### config.mk
export PLATFORM = sky130hd
export DESIGN_NAME = kalkulator_param
export DESIGN_NICKNAME = d
export VERILOG_FILES = /design/src/rtl/kalkulator_param.sv
export SDC_FILE = /design/constraint.sdc
export NUM_CORES = 2
export LEC_CHECK = 0
export CAP_MARGIN = 20
export CORE_ASPECT_RATIO = 0.6
export CORE_UTILIZATION = 60
export CTS_BUF_LIST = sky130_fd_sc_hd__clkbuf_4 sky130_fd_sc_hd__clkbuf_8 sky130_fd_sc_hd__clkbuf_16
export CTS_CLUSTER_DIAMETER = 80
export CTS_CLUSTER_SIZE = 20
export DETAILED_ROUTE_END_ITERATION = 10
export PLACE_DENSITY = 0.87
export SLEW_MARGIN = 20
export SYNTH_ARGS = -nofsm -noshare
export SYNTH_HDL_FRONTEND = slang
export SYNTH_SLANG_ARGS = --single-unit
### constraint.sdc
create_clock -name clk -period 32.4 [get_ports clk]
set_clock_uncertainty 0.2 [all_clocks]
set_input_delay 8.1 -clock clk [delete_from_list [all_inputs] [get_ports clk]]
set_output_delay 8.1 -clock clk [all_outputs]
set_load 0.1 [all_outputs]
### src/rtl/kalkulator_param.sv
// Keypad calculator controller: builds multi-digit unsigned operands, computes + - * /
// at WIDTH bits and echoes keys and the signed result to an LCD writer as ASCII.
module kalkulator_param #(
   parameter int WIDTH      = 16,
   parameter int DIGITS     = 4,
   parameter int BCD_DIGITS = 5
) (
   input  logic                      clk,
   input  logic                      res,
   input  logic [15:0]               keys,
   input  logic                      lcd_ready,
   output logic [7:0]                data_lcd,
   output logic                      send_lcd,
   output logic [WIDTH-1:0]          data_to_bcd,
   output logic                      start_bcd,
   input  logic                      bcd_done,
   input  logic [4*BCD_DIGITS-1:0]   data_bcd,
   output logic                      error,
   output logic                      busy
);

   localparam int CW = $clog2(DIGITS + 1);
   localparam int DW = $clog2(BCD_DIGITS + 1);
   localparam logic [2*WIDTH-1:0] MAXV = {{WIDTH{1'b0}}, {WIDTH{1'b1}}};

   typedef enum logic [3:0] {
      IDLE, WAIT_REL, DIGIT, OPER, EQ_ECHO, CALC, BCD_START, BCD_WAIT,
      SIGN, OUT_DIG, CLR_SEQ, LCD_TX, LCD_GAP
   } state_t;

   state_t state, state_n, ret, ret_n;
   logic [15:0] keys_prev;
   logic [3:0]  key, key_n, key_low, oper, oper_n, cur_dig;
   logic [WIDTH-1:0] op_a, op_a_n, op_b, op_b_n, res_mag, res_mag_n, tgt, to_bcd_n;
   logic [CW-1:0] a_cnt, a_cnt_n, b_cnt, b_cnt_n, tgt_cnt;
   logic [DW-1:0] dig_cnt, dig_cnt_n;
   logic [1:0]  clr_idx, clr_idx_n;
   logic [4*BCD_DIGITS-1:0] bcd_reg, bcd_reg_n;
   logic has_oper, has_oper_n, has_res, has_res_n, neg, neg_n, started, started_n;
   logic [7:0] data_lcd_n;
   logic send_n, start_n, error_n;
   logic [WIDTH+3:0]   tgt_next;
   logic [2*WIDTH-1:0] sum_w, prod_w;

   assign tgt      = has_oper ? op_b : op_a;
   assign tgt_cnt  = has_oper ? b_cnt : a_cnt;
   assign tgt_next = {1'b0, tgt, 3'b000} + {3'b000, tgt, 1'b0} + {{WIDTH{1'b0}}, key};
   assign sum_w    = {{WIDTH{1'b0}}, op_a} + {{WIDTH{1'b0}}, op_b};
   assign prod_w   = {{WIDTH{1'b0}}, op_a} * {{WIDTH{1'b0}}, op_b};
   assign busy     = (state != IDLE);

   // LCD handshake: data_lcd is held from LCD_TX entry; once lcd_ready is seen high the
   // character is strobed with send_lcd for one cycle, and lcd_ready is not looked at again
   // until the caller issues the next character.
   always_comb begin
      state_n = state;  ret_n = ret;  key_n = key;  oper_n = oper;
      op_a_n = op_a;  op_b_n = op_b;  a_cnt_n = a_cnt;  b_cnt_n = b_cnt;
      has_oper_n = has_oper;  has_res_n = has_res;  neg_n = neg;  started_n = started;
      res_mag_n = res_mag;  bcd_reg_n = bcd_reg;  dig_cnt_n = dig_cnt;  clr_idx_n = clr_idx;
      data_lcd_n = data_lcd;  send_n = 1'b0;  to_bcd_n = data_to_bcd;  start_n = 1'b0;
      error_n = error;
      key_low = 4'd0;
      for (int i = 15; i >= 0; i--) if (keys[i]) key_low = 4'(i);
      cur_dig = 4'd0;
      for (int i = 0; i < BCD_DIGITS; i++) if (DW'(i + 1) == dig_cnt) cur_dig = bcd_reg[4*i +: 4];

      case (state)
         IDLE: if (keys != 16'd0 && keys_prev == 16'd0) begin
            key_n = key_low;
            state_n = WAIT_REL;
         end
         WAIT_REL: if (keys == 16'd0) begin
            if (error && key != 4'd12)  state_n = IDLE;
            else if (key <= 4'd9)       state_n = DIGIT;
            else if (key == 4'd12) begin state_n = CLR_SEQ; clr_idx_n = 2'd0; end
            else if (key == 4'd14)      state_n = EQ_ECHO;
            else                        state_n = OPER;
         end
         DIGIT: begin
            if (has_res) begin
               // a fresh digit after a result starts a new calculation
               op_a_n = {{(WIDTH-4){1'b0}}, key};  a_cnt_n = CW'(1);
               op_b_n = '0;  b_cnt_n = '0;  has_oper_n = 1'b0;  has_res_n = 1'b0;
               data_lcd_n = 8'h30 | {4'h0, key};  ret_n = IDLE;  state_n = LCD_TX;
            end else if (tgt_cnt == CW'(DIGITS) || tgt_next > {4'b0000, {WIDTH{1'b1}}}) begin
               state_n = IDLE;
            end else begin
               if (has_oper) begin op_b_n = tgt_next[WIDTH-1:0]; b_cnt_n = b_cnt + CW'(1); end
               else          begin op_a_n = tgt_next[WIDTH-1:0]; a_cnt_n = a_cnt + CW'(1); end
               data_lcd_n = 8'h30 | {4'h0, key};  ret_n = IDLE;  state_n = LCD_TX;
            end
         end
         OPER: begin
            if (has_oper && b_cnt != '0) begin
               state_n = IDLE;
            end else begin
               oper_n = key;  has_oper_n = 1'b1;  has_res_n = 1'b0;
               case (key)
                  4'd10:   data_lcd_n = 8'h2B;
                  4'd11:   data_lcd_n = 8'h2D;
                  4'd13:   data_lcd_n = 8'h2A;
                  default: data_lcd_n = 8'h2F;
               endcase
               ret_n = IDLE;  state_n = LCD_TX;
            end
         end
         EQ_ECHO: begin
            data_lcd_n = 8'h3D;  ret_n = CALC;  state_n = LCD_TX;
         end
         CALC: begin
            neg_n = 1'b0;
            state_n = BCD_START;
            if (!has_oper) res_mag_n = op_a;
            else case (oper)
               4'd10: if (sum_w > MAXV) error_n = 1'b1; else res_mag_n = sum_w[WIDTH-1:0];
               4'd11: if (op_a < op_b) begin neg_n = 1'b1; res_mag_n = op_b - op_a; end
                      else res_mag_n = op_a - op_b;
               4'd13: if (prod_w > MAXV) error_n = 1'b1; else res_mag_n = prod_w[WIDTH-1:0];
               default: if (op_b == '0) error_n = 1'b1; else res_mag_n = op_a / op_b;
            endcase
            if (error_n) begin
               has_res_n = 1'b0;  data_lcd_n = 8'h45;  ret_n = IDLE;  state_n = LCD_TX;
            end
         end
         BCD_START: begin
            to_bcd_n = res_mag;  start_n = 1'b1;  state_n = BCD_WAIT;
         end
         BCD_WAIT: if (bcd_done) begin
            bcd_reg_n = data_bcd;  state_n = SIGN;
         end
         SIGN: begin
            dig_cnt_n = DW'(BCD_DIGITS);  started_n = 1'b0;
            if (neg) begin data_lcd_n = 8'h2D; ret_n = OUT_DIG; state_n = LCD_TX; end
            else state_n = OUT_DIG;
         end
         OUT_DIG: begin
            if (dig_cnt == '0) begin
               op_a_n = res_mag;  op_b_n = '0;  a_cnt_n = '0;  b_cnt_n = '0;
               has_oper_n = 1'b0;  has_res_n = 1'b1;  state_n = IDLE;
            end else begin
               dig_cnt_n = dig_cnt - DW'(1);
               // leading zeros are dropped, but the units digit always goes out
               if (cur_dig != 4'd0 || started || dig_cnt == DW'(1)) begin
                  started_n = 1'b1;  data_lcd_n = 8'h30 | {4'h0, cur_dig};
                  ret_n = OUT_DIG;  state_n = LCD_TX;
               end
            end
         end
         CLR_SEQ: begin
            clr_idx_n = clr_idx + 2'd1;  ret_n = CLR_SEQ;  state_n = LCD_TX;
            case (clr_idx)
               2'd0: data_lcd_n = 8'h1B;
               2'd1: data_lcd_n = 8'h5B;
               2'd2: data_lcd_n = 8'h6A;
               default: begin
                  op_a_n = '0;  op_b_n = '0;  a_cnt_n = '0;  b_cnt_n = '0;  oper_n = 4'd0;
                  has_oper_n = 1'b0;  has_res_n = 1'b0;  neg_n = 1'b0;  error_n = 1'b0;
                  clr_idx_n = 2'd0;  state_n = IDLE;
               end
            endcase
         end
         LCD_TX: if (lcd_ready) begin
            send_n = 1'b1;  state_n = LCD_GAP;
         end
         LCD_GAP: state_n = ret;
         default: state_n = IDLE;
      endcase
   end

   always_ff @(posedge clk) begin
      keys_prev <= keys;
      if (res) begin
         state <= IDLE;  ret <= IDLE;  key <= 4'd0;  oper <= 4'd0;
         op_a <= '0;  op_b <= '0;  a_cnt <= '0;  b_cnt <= '0;
         has_oper <= 1'b0;  has_res <= 1'b0;  neg <= 1'b0;  started <= 1'b0;
         res_mag <= '0;  bcd_reg <= '0;  dig_cnt <= '0;  clr_idx <= 2'd0;
         data_lcd <= 8'h00;  send_lcd <= 1'b0;  data_to_bcd <= '0;  start_bcd <= 1'b0;
         error <= 1'b0;
      end else begin
         state <= state_n;  ret <= ret_n;  key <= key_n;  oper <= oper_n;
         op_a <= op_a_n;  op_b <= op_b_n;  a_cnt <= a_cnt_n;  b_cnt <= b_cnt_n;
         has_oper <= has_oper_n;  has_res <= has_res_n;  neg <= neg_n;  started <= started_n;
         res_mag <= res_mag_n;  bcd_reg <= bcd_reg_n;  dig_cnt <= dig_cnt_n;  clr_idx <= clr_idx_n;
         data_lcd <= data_lcd_n;  send_lcd <= send_n;  data_to_bcd <= to_bcd_n;  start_bcd <= start_n;
         error <= error_n;
      end
   end

endmodule

==> results.json <==
{
  "floorplan.initialDensity_pct": 61.53,
  "syn_avg_cell_area_um2": 7.641,
  "synth_nets": 3863,
  "critPathMaxFanout": 22,
  "synth-simple-area-share_pct": 19.51,
  "fill_cells": 3438,
  "grt_overflow_total": 0,
  "placed_cell_area_um2": 26270,
  "synth_area_leaders": "ha_1 17%, fa_1 16%, dfxtp_1 11%, nand2_1 6.2%, inv_1 4.9%",
  "grt_first_pass_wirelength_um": 132500,
  "nets": 3838,
  "slew_headroom_pct": 22.53,
  "synth_area_um2": 25150,
  "hpwl_um": 65210,
  "die_y_um": 160.6,
  "maxCapViolCount": 0,
  "end_kind": "register",
  "ys_seq_area_share_pct": 11.23,
  "cts.path.max_buffers": 2,
  "yosysTopAreaCell": "ha_1",
  "holdCritPathClass": "register to register",
  "drc": 0,
  "grt_start_max_net_pins": 85,
  "syn_to_final_growth_pct": 7.369,
  "min_period_ns": 30.71,
  "dr_wl_met2_um": 32130,
  "seq_area_um2": 2824,
  "critical_path_arrival_ns": 30.83,
  "drt-initial-drc-count": 3913,
  "grt_pass1_vias": 23416,
  "routedLengthMet1_um": 36550,
  "cpPeakStageDelay_ns": 0.72,
  "cts_root_buffer": "clkbuf_16",
  "cp_common_cell": "ha_1",
  "ant_nets": 0,
  "synth_top_area_share_pct": 16.57,
  "synth_fa_ha_area_share_pct": 32.41,
  "cts_tree": "built",
  "final_common_cell": "nand2_1",
  "synth_top_family_by_area": "adder cells",
  "die_w_um": 266.3,
  "setup_viol": 0,
  "viasPerCell": 6.576,
  "worstRegToRegCells": 115,
  "synthFlopType": "dfxtp_1",
  "met3_length_um": 15050,
  "synth_compound_area_share_pct": 21.87,
  "holdPathStages": 2,
  "yosysWarnings": 0,
  "gp_congestion": 1.090,
  "max_freq_ghz": 0.03256,
  "cts.clk_slew.worst_paths_ns": 0.07,
  "worst_hold_slack_ns": 0.2582,
  "worstPathRequired_ns": 32.52,
  "antenna_found_initial": 1,
  "dr.pass1.iters": 7,
  "wire_per_inst_um": 22.49,
  "hold_violations": 0,
  "port_buffers": 66,
  "io_pins": 68,
  "largest_reg_flops": 20,
  "core.rowCount": 57,
  "grt_usage_pct": 39.76,
  "clock-sinks": 141,
  "dieArea_um2": 42760,
  "outcome": "completed",
  "tightest_slew_ns": 1.161,
  "drv_slew": 0,
  "vias": 25258,
  "cpMaxStageDelayCell": "or4_4",
  "fin_area_um2": 27000,
  "synth_edf_count": 0,
  "period_share_pct": 94.79,
  "path_class": "register to register",
  "reg2reg_slack_ns": 1.69,
  "clock_latency_ns": 0.43,
  "synthDistinctLibCells": 92,
  "htree_levels": 4,
  "synth-xor-area-share_pct": 3.971,
  "drive_above_1_share_pct": 6.282,
  "syn_inst": 3291,
  "synthMuxAreaShare_pct": 3.254,
  "synth_seq_cells": 141,
  "multi_input_area_um2": 20470,
  "start_kind": "register",
  "wl_um": 86380,
  "final_cell_mix": "413 x nand2_1, 333 x ha_1, 326 x inv_1",
  "numCtsBuffers": 17,
  "top_layer": "met5",
  "coreArea_um2": 40870,
  "synthArstFlopShare_pct": 0
}
==> cell type report <==
| type | count | area share [%] |
|---|---|---|
| Timing Repair Buffer | 127 | 4.134 |
| Antenna cell | 2 | 0.01854 |
| Inverter | 338 | 4.699 |
| Clock inverter | 15 | 0.7091 |
| Multi-Input combinational cell | 2641 | 75.81 |
| Clock buffer | 17 | 1.576 |
| Tap cell | 560 | 2.595 |
| Sequential cell | 141 | 10.46 |
==> path summary, 6_finish.rpt <==
| path | endpoint | start |
|---|---|---|
| max | res_mag[0]$_SDFFE_PP0P_ | op_b[13]$_SDFFE_PP0P_ |
| min | bcd_reg[10]$_SDFFE_PP0P_ | bcd_reg[10]$_SDFFE_PP0P_ |
| max reg2reg | res_mag[0]$_SDFFE_PP0P_ | op_b[13]$_SDFFE_PP0P_ |
| min reg2reg | bcd_reg[10]$_SDFFE_PP0P_ | bcd_reg[10]$_SDFFE_PP0P_ |
==> Yosys cell counts (all sizes together) (43+ instances only) <==
cell type  instances
nor3              72
a31oi             43
a21o              61
dfxtp            141
clkbuf           153
nand2            415
xnor2             75
inv              329
o21ai            163
a211oi            56
ha               333
a21oi            235
nand3             50
nor2             322
fa               199
==> kinds of logic (layout without fill, tap and decap cells) <==
family,Yosys count,in the layout
compound gates,835,836
xor+xnor,114,114
fa+ha+maj,532,532
buf+inv,510,497
flops,141,141
mux,76,76
other cells,1,3
simple gates,1082,1082
==> metal layers <==
layer	up-vias	GRT usage, %
li1	11339	-
met1	11886	59.53
met2	1824	52.11
met3	207	15.15
met4	2	10.45
met5	-	0.6757
==> metrics by stage <==
stage               std cells  setup WS, ns  TNS [ns]  util (%)
finish                   3841         1.688         0     66.07
global route             3839       -0.1062   -0.1062     66.05
detailed placement       3802        0.4277         0     64.28
floorplan                3291         4.644         0         -
CTS                      3834        0.3116         0     65.78
global placement         3802         1.478         0     64.28
==> critical path: cells and delay by family (launching register included) <==
family                     cells  cell delay [ns]
AOI/OAI and AO/OA             69            16.73
adders and majority gates     15             4.92
buffers and inverters          2             0.29
DFF                            1             0.56
muxes                          6             1.98
and+or+nand+nor               23             5.83
==> timing repair <==
item                       4_1_cts  5_1_grt
resized for setup                0       12
setup endpoints to repair        0        2
hold buffers                     0        0
setup buffers                    0        4
Power is left out: the tool's default activity adds up to more than one toggle a clock period on the data nets, which glitch-free logic cannot reach.
